$ cat src/rtl/clock_display_core_if.sv
// User controls in, multiplexed display pins out, for the HH:MM[:SS] clock core.
interface clock_display_core_if #(
  parameter int NUM_DIGITS = 6
);
  logic                  ena;
  logic                  btn_mode;
  logic                  btn_adj;
  logic                  fmt_12h;
  logic [6:0]            seg_out;
  logic [NUM_DIGITS-1:0] dig_en;
  logic                  pm;
  logic                  sec_pulse;
  logic [1:0]            mode_o;

  modport master (
    input  ena, btn_mode, btn_adj, fmt_12h,
    output seg_out, dig_en, pm, sec_pulse, mode_o
  );

  modport slave (
    output ena, btn_mode, btn_adj, fmt_12h,
    input  seg_out, dig_en, pm, sec_pulse, mode_o
  );
endinterface

$ cat src/rtl/clock_display_core.sv
// Single-clock HH:MM[:SS] timekeeper: button debounce, set-mode FSM,
// 12/24h decode and a registered multiplexed 7-segment scan.
module clock_display_core #(
  parameter int SEC_DIV        = 10_000_000,
  parameter int SCAN_DIV       = 5_000,
  parameter int NUM_DIGITS     = 6,
  parameter int DEBOUNCE_CYC   = 20_000,
  parameter bit SEG_ACTIVE_LOW = 1'b0
) (
  input  logic                 clk,
  input  logic                 rst_n,
  clock_display_core_if.master bus
);
  localparam int PW = $clog2(SEC_DIV);
  localparam int SW = (SCAN_DIV > 1) ? $clog2(SCAN_DIV) : 1;
  localparam int DW = $clog2(DEBOUNCE_CYC + 1);
  localparam int IW = 3;
  localparam int FIELD_BASE = (NUM_DIGITS == 4) ? 1 : 0;
  localparam logic [3:0] BLANK_CODE = 4'hF;
  localparam logic [6:0] SEG_MASK = {7{SEG_ACTIVE_LOW}};

  typedef enum logic [1:0] {
    RUN     = 2'd0,
    SET_SEC = 2'd1,
    SET_MIN = 2'd2,
    SET_HR  = 2'd3
  } mode_t;

  // ---------------- buttons: sync, debounce, rising-edge press ----------
  logic [1:0] btn_raw;
  logic [1:0] press;
  logic       mode_press;
  logic       adj_press;

  assign btn_raw    = {bus.btn_adj, bus.btn_mode};
  assign mode_press = press[0];
  assign adj_press  = press[1];

  generate
    for (genvar gi = 0; gi < 2; gi++) begin : g_btn
      logic [1:0]    sync_reg;
      logic [DW-1:0] cnt_reg;
      logic          level_reg;
      logic          level_d_reg;

      always_ff @(posedge clk) begin
        if (!rst_n) begin
          sync_reg    <= '0;
          cnt_reg     <= '0;
          level_reg   <= 1'b0;
          level_d_reg <= 1'b0;
        end else if (bus.ena) begin
          sync_reg    <= {sync_reg[0], btn_raw[gi]};
          level_d_reg <= level_reg;
          // Any return to the accepted level restarts the stability count.
          if (sync_reg[1] == level_reg) begin
            cnt_reg <= '0;
          end else if (cnt_reg == DW'(DEBOUNCE_CYC - 1)) begin
            cnt_reg   <= '0;
            level_reg <= sync_reg[1];
          end else begin
            cnt_reg <= cnt_reg + 1'b1;
          end
        end
      end

      assign press[gi] = level_reg & ~level_d_reg;
    end
  endgenerate

  // ---------------- time keeping and mode FSM --------------------------
  mode_t         mode_reg;
  logic [PW-1:0] presc_reg;
  logic [3:0]    s0_reg, s1_reg, m0_reg, m1_reg;
  logic [4:0]    hr_reg;
  logic          tick;
  logic [8:0]    sec_inc;
  logic [8:0]    min_inc;
  logic [4:0]    hr_inc;

  // Returns {carry, tens, units} for a BCD 00..59 field.
  function automatic logic [8:0] inc60(input logic [3:0] tens, input logic [3:0] units);
    logic [8:0] r;
    if (units != 4'd9)     r = {1'b0, tens, units + 4'd1};
    else if (tens != 4'd5) r = {1'b0, tens + 4'd1, 4'd0};
    else                   r = {1'b1, 4'd0, 4'd0};
    return r;
  endfunction

  assign sec_inc       = inc60(s1_reg, s0_reg);
  assign min_inc       = inc60(m1_reg, m0_reg);
  assign hr_inc        = (hr_reg == 5'd23) ? 5'd0 : hr_reg + 5'd1;
  assign tick          = (mode_reg == RUN) && (presc_reg == PW'(SEC_DIV - 1));
  assign bus.sec_pulse = tick & bus.ena;
  assign bus.mode_o    = mode_reg;

  always_ff @(posedge clk) begin
    if (!rst_n) begin
      mode_reg  <= RUN;
      presc_reg <= '0;
      s0_reg    <= '0;
      s1_reg    <= '0;
      m0_reg    <= '0;
      m1_reg    <= '0;
      hr_reg    <= '0;
    end else if (bus.ena) begin
      if (mode_reg != RUN || mode_press || tick) presc_reg <= '0;
      else                                       presc_reg <= presc_reg + 1'b1;

      if (mode_press) begin
        case (mode_reg)
          RUN:     mode_reg <= (NUM_DIGITS == 4) ? SET_MIN : SET_SEC;
          SET_SEC: mode_reg <= SET_MIN;
          SET_MIN: mode_reg <= SET_HR;
          default: mode_reg <= RUN;
        endcase
      end

      // A tick only occurs in RUN and adjust only acts in SET_*, so they never collide.
      if (tick) begin
        {s1_reg, s0_reg} <= sec_inc[7:0];
        if (sec_inc[8]) begin
          {m1_reg, m0_reg} <= min_inc[7:0];
          if (min_inc[8]) hr_reg <= hr_inc;
        end
      end else if (adj_press && !mode_press) begin
        case (mode_reg)
          SET_SEC: {s1_reg, s0_reg} <= sec_inc[7:0];
          SET_MIN: {m1_reg, m0_reg} <= min_inc[7:0];
          SET_HR:  hr_reg <= hr_inc;
          default: ;
        endcase
      end
    end
  end

  // ---------------- hour decode ----------------------------------------
  logic [4:0] hr_disp;
  logic [3:0] hd, hu;
  logic       pm_next;

  always_comb begin
    hr_disp = hr_reg;
    pm_next = 1'b0;
    if (bus.fmt_12h) begin
      pm_next = (hr_reg >= 5'd12);
      if (hr_reg == 5'd0)       hr_disp = 5'd12;
      else if (hr_reg > 5'd12)  hr_disp = hr_reg - 5'd12;
    end
    // Low-nibble subtraction is exact modulo 16 for these ranges.
    if (hr_disp >= 5'd20) begin
      hd = 4'd2;
      hu = hr_disp[3:0] - 4'd4;
    end else if (hr_disp >= 5'd10) begin
      hd = 4'd1;
      hu = hr_disp[3:0] - 4'd10;
    end else begin
      hd = 4'd0;
      hu = hr_disp[3:0];
    end
  end

  // ---------------- digit selection ------------------------------------
  logic [3:0] all_digits [6];
  logic [3:0] digit_val  [NUM_DIGITS];

  always_comb begin
    all_digits[0] = s0_reg;
    all_digits[1] = s1_reg;
    all_digits[2] = m0_reg;
    all_digits[3] = m1_reg;
    all_digits[4] = hu;
    all_digits[5] = hd;
  end

  generate
    for (genvar gi = 0; gi < NUM_DIGITS; gi++) begin : g_digit
      localparam int    J          = gi + 2 * FIELD_BASE;
      localparam mode_t FIELD_MODE = mode_t'(2'(J / 2 + 1));
      assign digit_val[gi] = (mode_reg == RUN || mode_reg == FIELD_MODE) ? all_digits[J] : BLANK_CODE;
    end
  endgenerate

  // ---------------- scan and registered outputs ------------------------
  logic [SW-1:0]         scan_cnt_reg;
  logic [IW-1:0]         idx_reg;
  logic [3:0]            cur_digit;
  logic [6:0]            seg_reg;
  logic [NUM_DIGITS-1:0] dig_en_reg;
  logic                  pm_reg;

  function automatic logic [6:0] seg_encode(input logic [3:0] d);
    case (d)
      4'd0:    return 7'h3F;
      4'd1:    return 7'h06;
      4'd2:    return 7'h5B;
      4'd3:    return 7'h4F;
      4'd4:    return 7'h66;
      4'd5:    return 7'h6D;
      4'd6:    return 7'h7D;
      4'd7:    return 7'h07;
      4'd8:    return 7'h7F;
      4'd9:    return 7'h6F;
      default: return 7'h00;
    endcase
  endfunction

  always_comb begin
    cur_digit = BLANK_CODE;
    for (int i = 0; i < NUM_DIGITS; i++) begin
      if (idx_reg == IW'(i)) cur_digit = digit_val[i];
    end
  end

  always_ff @(posedge clk) begin
    if (!rst_n) begin
      scan_cnt_reg <= '0;
      idx_reg      <= '0;
      seg_reg      <= SEG_MASK;
      dig_en_reg   <= NUM_DIGITS'(1);
      pm_reg       <= 1'b0;
    end else if (bus.ena) begin
      if (scan_cnt_reg == SW'(SCAN_DIV - 1)) begin
        scan_cnt_reg <= '0;
        idx_reg      <= (idx_reg == IW'(NUM_DIGITS - 1)) ? '0 : idx_reg + 1'b1;
      end else begin
        scan_cnt_reg <= scan_cnt_reg + 1'b1;
      end
      dig_en_reg <= NUM_DIGITS'(1) << idx_reg;
      seg_reg    <= seg_encode(cur_digit) ^ SEG_MASK;
      pm_reg     <= pm_next;
    end
  end

  assign bus.seg_out = seg_reg;
  assign bus.dig_en  = dig_en_reg;
  assign bus.pm      = pm_reg;
endmodule

$ cat src/flat_wrapper.sv
// flat-port wrapper written by rule: the top's interface ports become plain ports
module clock_display_core_flat 
#(
  parameter int SEC_DIV        = 10_000_000,
  parameter int SCAN_DIV       = 5_000,
  parameter int NUM_DIGITS     = 6,
  parameter int DEBOUNCE_CYC   = 20_000,
  parameter bit SEG_ACTIVE_LOW = 1'b0
)
  (clk, rst_n, bus_ena, bus_btn_mode, bus_btn_adj, bus_fmt_12h, bus_seg_out, bus_dig_en, bus_pm, bus_sec_pulse, bus_mode_o);
  clock_display_core_if #(.NUM_DIGITS(NUM_DIGITS)) bus_i ();
  input  logic clk;
  input  logic rst_n;
  input wire logic [$bits(bus_i.ena)-1:0] bus_ena;
  input wire logic [$bits(bus_i.btn_mode)-1:0] bus_btn_mode;
  input wire logic [$bits(bus_i.btn_adj)-1:0] bus_btn_adj;
  input wire logic [$bits(bus_i.fmt_12h)-1:0] bus_fmt_12h;
  output wire logic [$bits(bus_i.seg_out)-1:0] bus_seg_out;
  output wire logic [$bits(bus_i.dig_en)-1:0] bus_dig_en;
  output wire logic [$bits(bus_i.pm)-1:0] bus_pm;
  output wire logic [$bits(bus_i.sec_pulse)-1:0] bus_sec_pulse;
  output wire logic [$bits(bus_i.mode_o)-1:0] bus_mode_o;
  assign bus_i.ena = bus_ena;
  assign bus_i.btn_mode = bus_btn_mode;
  assign bus_i.btn_adj = bus_btn_adj;
  assign bus_i.fmt_12h = bus_fmt_12h;
  assign bus_seg_out = bus_i.seg_out;
  assign bus_dig_en = bus_i.dig_en;
  assign bus_pm = bus_i.pm;
  assign bus_sec_pulse = bus_i.sec_pulse;
  assign bus_mode_o = bus_i.mode_o;
  clock_display_core #(.SEC_DIV(SEC_DIV), .SCAN_DIV(SCAN_DIV), .NUM_DIGITS(NUM_DIGITS), .DEBOUNCE_CYC(DEBOUNCE_CYC), .SEG_ACTIVE_LOW(SEG_ACTIVE_LOW)) u_core (.clk(clk), .rst_n(rst_n), .bus(bus_i));
endmodule
$ cat config.mk
export PLATFORM = sky130hd
export DESIGN_NAME = clock_display_core_flat
export DESIGN_NICKNAME = d
export VERILOG_FILES = /design/src/rtl/clock_display_core_if.sv /design/src/rtl/clock_display_core.sv /design/src/flat_wrapper.sv
export SDC_FILE = /design/constraint.sdc
export NUM_CORES = 1
export LEC_CHECK = 0
export CORE_UTILIZATION = 50
export CTS_BUF_LIST = sky130_fd_sc_hd__clkbuf_8
export DETAILED_ROUTE_END_ITERATION = 10
export PLACE_DENSITY = 0.66
export RECOVER_POWER = 50
export SETUP_SLACK_MARGIN = 0.3
export SLEW_MARGIN = 10
export SYNTH_ARGS = -nofsm -noshare
export SYNTH_HDL_FRONTEND = slang
export SYNTH_SLANG_ARGS = --single-unit
$ cat constraint.sdc
create_clock -name clk -period 4.99 [get_ports clk]
set_input_delay 0.998 -clock clk [delete_from_list [all_inputs] [get_ports clk]]
set_output_delay 0.998 -clock clk [all_outputs]
set_load 0.02 [all_outputs]
==> run metrics <==
Netlist cell types 72; Mapped Area 6320 um^2; ANT cells 0; VDD IR max 167 uV; max_cap viols 1; max reg flops 30; Die H 114 um; slew margin rel. -42.8%; clock-pin slew on the worst setup and hold paths 70 ps; CTS Buffer Depth 2; Leak 2.57 nW; initial core utilization 52.0%; layout filler cell count 1,111; Final Cycle Share 83.9%; worst path cell trace clkdlybuf4s50_1, nor2b_1, nand3_1, and2_0, inv_1, ha_1, a311oi_2, a32o_2, a2bb2oi_2, nand3_2, inv_1, ha_1, inv_1, or3_1, a31oi_1; DP HPWL 9060 um; Reg-to-Reg Start u_core.hr_reg[0]; pwr/cell area 269 nW/um^2; # rows 40; worst slack at placement 400 ps; CTS sink cnt 115; Yosys top cell area share 36.4%; reg2reg end u_core.bus.seg_out[4]; router iterations before antenna repair 4; top-count cell post-synth dfxtp_1; P&R area growth vs syn 10.8%; Worst Setup Start Kind input port; CTS resizes 0; synth cell count leaders dfxtp_1 (115), nand2_1 (74), nor2_1 (71); RSZ-0062 raised after global routing false; hold_ws 477 ps; Worst setup EP type flip-flop; worst-margin pin slew 2140 ps; vias per cell 5.65; vias in the first global route 5,140; CTS tree yes; die width 114 um; routed wire length 13,500 um; die area 13,100 um^2; CP peak stage delay 530 ps; CTS hold repair buffers 0; DR iter-0 viols 289; core area 12,200 um^2; max-slew violation count 55; clock latency on the worst-skew pair 450 ps; reg2reg path depth 16; Fin Clk Skew 16.4 ps; worst hold stages 2; Yosys reg bits 115; crit path max fanout 8; Area contributors post-synth dfxtp_1 (36%), nand2_1 (4.4%), ha_1 (4.4%); GRT Overall Usage 22.5%; Overflow after GRT 0; Post-synth top flop dfxtp_1; Num CTS Buffers 17; synthesized instance count 768; clk root buf clkbuf_8; placed cells 923; initial antenna violation count 0; Final Hold Viols 0; status finished, violations left; fraction of layout cells with a size suffix above 1 8.51%; Most common cell on crit path inv_1; reg2reg setup slack 1140 ps; Max Freq 0.239 GHz; setup TNS 0 ps; worst path required time 5360 ps; final total power 1.88 mW; Hold EP u_core.bus.dig_en[0]; CP arrival 4560 ps; final worst slack 804 ps; first-pass GRT wire length 23,500 um; HP Start u_core.bus.dig_en[0]; Setup Buffers After CTS 0; EDFF count, synth 0; largest area contributor in the netlist dfxtp_1; I/O pin cnt 23; Final GP Congestion 0.890; Hold Crit Class flip-flop to flip-flop; WL/cell 14.2 um; ys async rst share 0%; Syn. warnings 0; failing checks max-capacitance violations, max-slew violations; Avg Synthesized Cell Area 8.23 um^2; Final setup viols 0; CP max-delay cell clkdlybuf4s50_1; final cell count without fillers 955; min Tclk post-route 4190 ps; final net count 802; post-route ant nets 0; largest net degree at the start of global routing 72; drc violations 0; crit path kind input port to flip-flop; via count 5,400; IO Port Bufs 22; H-tree depth 4; post-synthesis sequential area ratio 36.4%; Mapped Nets 796
-- final cells by class --
cell class | count | area [um^2] | area share (%)
Clock buffer | 19 | 262 | 3.73
Clock inverter | 13 | 136 | 1.95
Inverter | 28 | 105 | 1.50
Multi-Input combinational cell | 587 | 3760 | 53.7
Sequential cell | 115 | 2300 | 32.9
Tap cell | 168 | 210 | 3.00
Timing Repair Buffer | 25 | 228 | 3.25
-- report_power, final --
part	internal (mW)	switching [mW]	total (mW)
Sequential	0.927	0.00681	0.933
Clock	0.466	0.404	0.870
Combinational	0.0297	0.0509	0.0806
-- cells in the final DEF, fill, tap and decap left out, drive strengths merged, types with 12 or more instances in the layout --
cell type    synthesis  layout
and2                23      23
and3                14      14
dfxtp              115     115
mux2i               18      18
inv                 28      29
a21boi              20      20
a21oi               40      40
nor2                71      71
nand2               76      76
nor3b               12      12
xnor2               17      17
dlygate4sd3          0      14
xor2                26      26
nor3                13      13
nand3               34      34
nand4               21      21
ha                  22      22
clkbuf              29      21
nor2b               33      33
o21ai               43      43
-- metal layers --
| metal | routed length [um] | GRT usage (%) |
|---|---|---|
| met5 | 0 | 0 |
| met4 | 208 | 8.74 |
| met3 | 512 | 5.66 |
| met2 | 6150 | 37.0 |
| met1 | 6680 | 28.3 |
-- cell families (layout without fill, tap and decap cells) --
group	Yosys count	in the layout	synth area share [%]
AND/OR/NAND/NOR	342	342	28.7
buffers and inverters	66	85	4.14
flip-flops	115	115	36.4
multiplexers	18	18	2.85
AO/OA/AOI/OAI	162	162	17.5
XOR/XNOR	43	43	5.96
adder cells (fa/ha/maj)	22	22	4.36
-- through the flow --
| step | cell area, um^2 | util [%] |
|---|---|---|
| after global placement | 6610 | 54.4 |
| after floorplan | 6320 | - |
| after detailed placement | 6610 | 54.4 |
| after global routing | 7000 | 57.6 |
| final | 7000 | 57.6 |
| after CTS | 7010 | 57.6 |
-- how the worst max path moves through the flow --
stage / from / endpoint / slack, ps / depth (start not counted)
final: bus_fmt_12h / u_core.bus.seg_out[4] / 800 / 15
after detailed placement: bus_fmt_12h / u_core.bus.seg_out[4] / 400 / 15
after floorplan: bus_fmt_12h / u_core.bus.seg_out[4] / 1430 / 15
after global routing: bus_fmt_12h / u_core.bus.seg_out[4] / 590 / 15
after global placement: bus_fmt_12h / u_core.bus.seg_out[3] / 620 / 15
after CTS: bus_fmt_12h / u_core.bus.seg_out[4] / 870 / 15
-- critical path: cells and delay by family --
family	cells	cell delay (ps)
AND/OR/NAND/NOR	5	1270
AO/OA/AOI/OAI	4	1040
buffers and inverters	4	840
adder cells (fa/ha/maj)	2	400
Power figures use the tool's default switching activity.
